`src/rtl/uart_pkg.sv`:
```
// Shared UART definitions used by the transmitter and the receiver.
//   uart_state_e     : 2-bit frame FSM encoding (IDLE/START/DATA/STOP)
//   FRAME_BITS       : bits per 8N1 frame (start + 8 data + stop)
//   symbol_edge_time : core clock cycles per bit, integer floor
package uart_pkg;

  typedef enum logic [1:0] {
    IDLE  = 2'd0,
    START = 2'd1,
    DATA  = 2'd2,
    STOP  = 2'd3
  } uart_state_e;

  localparam int unsigned FRAME_BITS = 10;

  function automatic int unsigned symbol_edge_time(input int unsigned clock_freq,
                                                   input int unsigned baud_rate);
    return clock_freq / baud_rate;
  endfunction

endpackage

```
`src/rtl/uart_tx_fifo.sv`:
```
// Transmit FIFO, DEPTH x 8, synchronous write/read, async active-low clear.
//   clk, rst_n       : clock, asynchronous active-low clear
//   wr_en, wr_data   : push request (ignored while full)
//   rd_en            : pop request (ignored while empty, so no bypass)
//   rd_data          : head entry, valid while !empty
//   full, empty      : occupancy flags
//   count            : entries held, 0..DEPTH
module uart_tx_fifo #(
  parameter int unsigned DEPTH = 4
) (
  input  logic                     clk,
  input  logic                     rst_n,
  input  logic                     wr_en,
  input  logic [7:0]               wr_data,
  input  logic                     rd_en,
  output logic [7:0]               rd_data,
  output logic                     full,
  output logic                     empty,
  output logic [$clog2(DEPTH):0]   count
);

  localparam int unsigned PTR_W = $clog2(DEPTH);
  localparam int unsigned CNT_W = PTR_W + 1;

  logic [7:0]       mem_q [DEPTH];
  logic [PTR_W-1:0] wr_ptr_q, wr_ptr_d;
  logic [PTR_W-1:0] rd_ptr_q, rd_ptr_d;
  logic [CNT_W-1:0] count_q, count_d;
  logic             do_wr, do_rd;

  assign full    = (count_q == CNT_W'(DEPTH));
  assign empty   = (count_q == '0);
  assign count   = count_q;
  assign rd_data = mem_q[rd_ptr_q];

  always_comb begin
    do_wr    = wr_en && !full;
    do_rd    = rd_en && !empty;
    // DEPTH is a power of two, so the pointers wrap by plain overflow
    wr_ptr_d = do_wr ? wr_ptr_q + PTR_W'(1) : wr_ptr_q;
    rd_ptr_d = do_rd ? rd_ptr_q + PTR_W'(1) : rd_ptr_q;
    count_d  = count_q;
    case ({do_wr, do_rd})
      2'b10:   count_d = count_q + CNT_W'(1);
      2'b01:   count_d = count_q - CNT_W'(1);
      default: count_d = count_q;
    endcase
  end

  always_ff @(posedge clk or negedge rst_n) begin
    if (!rst_n) begin
      wr_ptr_q <= '0;
      rd_ptr_q <= '0;
      count_q  <= '0;
    end else begin
      wr_ptr_q <= wr_ptr_d;
      rd_ptr_q <= rd_ptr_d;
      count_q  <= count_d;
    end
  end

  always_ff @(posedge clk) begin
    if (do_wr) mem_q[wr_ptr_q] <= wr_data;
  end

endmodule

```
`src/rtl/uart_transmitter.sv`:
```
// 8N1 UART transmit engine with a small input FIFO.
//   clk            : core clock
//   rst            : asynchronous active-low reset
//   data_in        : byte to send, qualified by data_in_valid
//   data_in_valid  : producer offers a byte
//   data_in_ready  : FIFO has room (depends on FIFO state only)
//   serial_out     : TX line, idles high, driven directly by a flop
//   busy           : frame in progress or bytes queued
//   fifo_count     : bytes queued, excluding the one being shifted
module uart_transmitter
  import uart_pkg::*;
#(
  parameter int unsigned CPU_CLOCK_FREQ = 50_000_000,
  parameter int unsigned BAUD_RATE      = 115_200,
  parameter int unsigned FIFO_DEPTH     = 4
) (
  input  logic                          clk,
  input  logic                          rst,
  input  logic [7:0]                    data_in,
  input  logic                          data_in_valid,
  output logic                          data_in_ready,
  output logic                          serial_out,
  output logic                          busy,
  output logic [$clog2(FIFO_DEPTH):0]   fifo_count
);

  localparam int unsigned SYMBOL_EDGE_TIME = symbol_edge_time(CPU_CLOCK_FREQ, BAUD_RATE);
  localparam int unsigned SYM_W = (SYMBOL_EDGE_TIME > 1) ? $clog2(SYMBOL_EDGE_TIME) : 1;
  localparam logic [SYM_W-1:0] SYM_LAST = SYM_W'(SYMBOL_EDGE_TIME - 1);

  uart_state_e      state_q, state_d;
  logic [9:0]       shift_q, shift_d;
  logic [SYM_W-1:0] sym_cnt_q, sym_cnt_d;
  logic [3:0]       bit_cnt_q, bit_cnt_d;

  logic       fifo_full, fifo_empty, fifo_pop, push;
  logic [7:0] fifo_head;
  logic       sym_done;

  assign data_in_ready = !fifo_full;
  assign push          = data_in_valid && data_in_ready;

  uart_tx_fifo #(
    .DEPTH (FIFO_DEPTH)
  ) u_fifo (
    .clk     (clk),
    .rst_n   (rst),
    .wr_en   (push),
    .wr_data (data_in),
    .rd_en   (fifo_pop),
    .rd_data (fifo_head),
    .full    (fifo_full),
    .empty   (fifo_empty),
    .count   (fifo_count)
  );

  assign sym_done = (state_q != IDLE) && (sym_cnt_q == SYM_LAST);

  // A new frame is loaded from IDLE, or straight out of the stop symbol so
  // queued bytes go back-to-back.
  assign fifo_pop = !fifo_empty &&
                    ((state_q == IDLE) || ((state_q == STOP) && sym_done));

  // The shift register LSB is the line itself, so serial_out is a bare flop
  // and never glitches. Vacated bits fill with 1s, leaving the line high.
  assign serial_out = shift_q[0];
  assign busy       = (state_q != IDLE) || (fifo_count != '0);

  // State register (with counters and shift register)
  always_ff @(posedge clk or negedge rst) begin
    if (!rst) begin
      state_q   <= IDLE;
      shift_q   <= '1;
      sym_cnt_q <= '0;
      bit_cnt_q <= '0;
    end else begin
      state_q   <= state_d;
      shift_q   <= shift_d;
      sym_cnt_q <= sym_cnt_d;
      bit_cnt_q <= bit_cnt_d;
    end
  end

  // Next-state logic
  always_comb begin
    state_d = state_q;
    case (state_q)
      IDLE:    if (!fifo_empty) state_d = START;
      START:   if (sym_done) state_d = DATA;
      DATA:    if (sym_done && (bit_cnt_q == 4'(FRAME_BITS - 2))) state_d = STOP;
      STOP:    if (sym_done) state_d = fifo_empty ? IDLE : START;
      default: state_d = IDLE;
    endcase
  end

  // Datapath / output logic
  always_comb begin
    shift_d   = shift_q;
    sym_cnt_d = sym_cnt_q;
    bit_cnt_d = bit_cnt_q;
    if (fifo_pop) begin
      shift_d   = {1'b1, fifo_head, 1'b0};
      sym_cnt_d = '0;
      bit_cnt_d = '0;
    end else if (state_q == IDLE) begin
      shift_d   = '1;
      sym_cnt_d = '0;
      bit_cnt_d = '0;
    end else if (sym_done) begin
      shift_d   = {1'b1, shift_q[9:1]};
      sym_cnt_d = '0;
      bit_cnt_d = bit_cnt_q + 4'd1;
    end else begin
      sym_cnt_d = sym_cnt_q + SYM_W'(1);
    end
  end

endmodule

```
`config.mk`:
```
export PLATFORM = sky130hd
export DESIGN_NAME = uart_transmitter
export DESIGN_NICKNAME = d
export VERILOG_FILES = /design/src/rtl/uart_pkg.sv /design/src/rtl/uart_tx_fifo.sv /design/src/rtl/uart_transmitter.sv
export SDC_FILE = /design/constraint.sdc
export NUM_CORES = 1
export LEC_CHECK = 0
export BUFFER_PORTS_ARGS = -buffer_cell sky130_fd_sc_hd__buf_2
export CAP_MARGIN = 20
export CORE_MARGIN = 2
export CORE_UTILIZATION = 41
export CTS_BUF_LIST = sky130_fd_sc_hd__clkbuf_4
export CTS_CLUSTER_DIAMETER = 200
export DETAILED_ROUTE_END_ITERATION = 10
export GPL_ROUTABILITY_DRIVEN = 1
export SKIP_LAST_GASP = 1
export SYNTH_ARGS = -nofsm -noshare
export SYNTH_HDL_FRONTEND = slang
export SYNTH_HIERARCHICAL = 1
export SYNTH_SLANG_ARGS = --single-unit
```
`constraint.sdc`:
```
create_clock -name clk -period 2.95 [get_ports clk]
set_input_delay 0.1475 -clock clk [delete_from_list [all_inputs] [get_ports clk]]
set_output_delay 0.1475 -clock clk [all_outputs]
set_load 0.01 [all_outputs]
```
==> run_results.csv <==
group,metric,value,unit
outcome,outcome,"complete, no violations",
synthesis,synth-seq-cells,63,
timing,max_freq,0.3821,GHz
grt,grt_usage,14.56,%
die,io_pins,17,
place,place_ws,0.3625,ns
power,power.share.clock,16.2,%
final_layout,area_growth,14.29,%
final_layout,final_area,3312,um2
timing,slew_viol_final,0,
synthesis,ys_async_sr_fraction,49.21,%
power,switchingPower,1103,uW
final_layout,finalNetCount,270,
synthesis,synthCells,210,
routing,routed_wl,4877,um
synthesis,synth.most_common_cell,"edfxtp_1",
grt,antenna_found_initial,0,
die,rows,30,
die,start_util,42.42,%
power,p_leak,0.001301,uW
routing,via_per_inst,4.858,
final_layout,regArea,1748,um2
synthesis,synth.avg_cell_area,13.80,um2
worst_setup_path,crit_chain,"inv_1 -> ha_1 -> and4bb_2 -> a31oi_2 -> nor2_1 -> o31a_2 -> ha_1 -> inv_1 -> fa_1 -> xor2_1 -> nor2_1 -> xor2_1",
worst_setup_path,critical_path_class,"register to register",
grt,overflow,0,
clock_tree,cts_made_buffers,9,
routing,drtIter0Drc,121,
final_layout,antenna_cells,0,
power,netSwitchingFraction,36.21,%
worst_setup_path,cpMaxStageDelayCell,"dfrtp_1",
power,peakVddDrop,0.0004271,V
synthesis,synth_edf_count,32,
power,pwr-share-comb,36.0,%
grt,grt_max_degree,32,
clock_tree,numClockSinks,63,
synthesis,synthTopCellsByCount,"edfxtp_1 (32), dfrtp_1 (22), inv_1 (15), nor2_1 (15)",
synthesis,ys.flop_type,"edfxtp_1",
die,die_w,88.07,um
synthesis,seq_area_frac_synth,60.32,%
worst_setup_path,r2r_setup_slack,0.33,ns
power,p_seq_share,47.8,%
timing,worst_hold_slack,0.2500,ns
clock_tree,clk_pin_slew,0.11,ns
routing,drc,0,
routing,drtPass1Iterations,4,
power,power-per-cell-area,919.5,nW/um2
synthesis,syn-num-nets,235,
clock_tree,cts_tree,"done",
synthesis,synth_area,2898,um2
timing,fin_worst_skew,0.01546,ns
timing,rsz0062_at_grt,"no",
timing,setup_violations,0,
die,core_area,6832,um2
grt,grt_pass1_wl,8335,um
timing,timing.final.crit_period,2.617,ns
place,io_buffers,16,
worst_setup_path,max_stage_delay,0.42,ns
routing,vias,1681,
synthesis,synthTopCellsByArea,"edfxtp_1 (33%), dfrtp_1 (19%), dfstp_2 (8.2%), mux4_2 (6.2%), ha_1 (5.6%)",
timing,relSlewSlack,53.02,%
clock_tree,cts-hold-fix-buffers,9,
timing,tns,0,ns
die,die_area,7756,um2
worst_setup_path,critPathCaptureType,"register",
routing,drt-wirelength-per-cell,14.10,um
grt,grt_pass1_vias,1689,
clock_tree,clockBufferDepth,2,
place,gp_congestion,0.7093,
clock_tree,cts-resized-gates,0,
clock_tree,cts_setup_buffers,0,
place,post_dp_cell_area,3105,um2
timing,worst_pin_slew,0.7046,ns
die,chipHeight,88.07,um
synthesis,yosys_warnings,6,
place,dp_hpwl,3247,um
final_layout,drive_gt1_share,26.40,%
worst_setup_path,cp-start-kind,"register",
worst_setup_path,worstPathArrival,2.94,ns
final_layout,multi_input_area,1071,um2
job,cap_viol_max_count,0,
synthesis,yosys.cell_types.count,40,
worst_hold_path,min_path_type,"input port to register",
final_layout,fill_cells,633,
clock_tree,h-tree-depth,3,
timing,fin_crit_sh,88.72,%
worst_setup_path,critPathMaxFanout,5,
power,p_int,1943,uW
clock_tree,root_buffer,"clkbuf_4",
clock_tree,clk_latency,0.40,ns
timing,finalHoldViolations,0,
synthesis,synth_top_area_share,33.16,%
routing,ant_nets,0,
worst_setup_path,required,3.28,ns
synthesis,synth_area_leader_cell,"edfxtp_1",
timing,post-route-worst-setup-slack,0.3328,ns
[cells in the final DEF, fill, tap and decap left out, drive strengths merged, types with 2 or more instances in the layout]
cell / count
a21oi: 2
a2bb2oi: 7
a31oi: 4
and2: 5
buf: 20
clkbuf: 9
clkinv: 3
clkinvlp: 3
dfrtp: 22
dfstp: 9
dlygate4sd3: 9
edfxtp: 32
ha: 13
inv: 16
mux2: 2
mux2i: 2
mux4: 8
nand2: 12
nand3: 6
nand4: 3
nor2: 15
nor2b: 3
nor3: 4
nor3b: 2
o21ai: 13
or3: 2
xnor2: 7
xor2: 6
[through the flow]
stage | instances | util [%] | total power [uW]
3_5_place_dp | 321 | 45.46 | 2584
6_report | 346 | 48.48 | 3045
5_1_grt | 346 | 48.48 | 3294
2_1_floorplan | 210 | - | 2262
4_1_cts | 346 | 48.48 | 3094
3_3_place_gp | 321 | 45.46 | 2566
[worst max-delay path: cells and delay by family, from the launching register on]
| kind | cells | cell delay, ns |
|---|---|---|
| buf+inv | 2 | 0.17 |
| xor+xnor | 2 | 0.30 |
| flops | 1 | 0.42 |
| compound gates | 2 | 0.29 |
| simple gates | 3 | 0.60 |
| fa+ha+maj | 3 | 0.77 |
[worst paths after layout]
check,start,endpoint,cells after the start
max reg2reg,state_q[0]$_DFFE_PN0P_,u_fifo/count[2]$_DFFE_PN0P_,12
max,state_q[0]$_DFFE_PN0P_,u_fifo/count[2]$_DFFE_PN0P_,12
min reg2reg,shift_q[1]$_DFFE_PN1P_,shift_q[1]$_DFFE_PN1P_,2
min,data_in_valid,u_fifo/wr_ptr_q[0]$_DFFE_PN0P_,4
max in group asynchronous,rst,sym_cnt_q[8]$_DFF_PN0_,2
min in group asynchronous,rst,sym_cnt_q[2]$_DFF_PN0_,2
[area by class of cell]
class | count | share of cell area (%)
Tap cell | 96 | 3.627
Timing Repair Buffer | 29 | 6.045
Inverter | 15 | 1.700
Clock buffer | 9 | 2.040
Sequential cell | 63 | 52.78
Clock inverter | 7 | 1.473
Multi-Input combinational cell | 127 | 32.34
[per-layer routing]
layer  GRT usage, %  part of all wire [%]  vias up
met5              0                     0        -
met4          6.887                   1.9        0
met3          4.053                   2.5        7
met2          21.63                    46       19
met1          19.89                    50      819
li1               -                     -      836
[power by group through the flow]
stage               logic, uW  clock network (uW)  registers (uW)
floorplan                 873                   0            1390
global placement         1090                   0            1480
detailed placement       1100                   0            1480
CTS                      1120                 515            1460
global route             1240                 554            1510
finish                   1090                 493            1460
[state kept, by name (all words and copies together), names as in the netlist]
register         count
bit_cnt_q            4
shift_q              9
state_q              2
sym_cnt_q            9
u_fifo/count         3
u_fifo/mem_q        32
u_fifo/rd_ptr_q      2
u_fifo/wr_ptr_q      2
[cell families (layout without fill, tap and decap cells)]
logic type / Yosys count / count (layout) / synth area share, %
XOR/XNOR: 13 / 13 / 3.929
buffers and inverters: 20 / 60 / 2.720
multiplexers: 12 / 12 / 7.815
adder cells (fa/ha/maj): 14 / 14 / 6.304
AND/OR/NAND/NOR: 56 / 56 / 11.05
AO/OA/AOI/OAI: 32 / 32 / 7.858
flip-flops: 63 / 63 / 60.32
No activity file was read; power rests on OpenSTA's default activity.
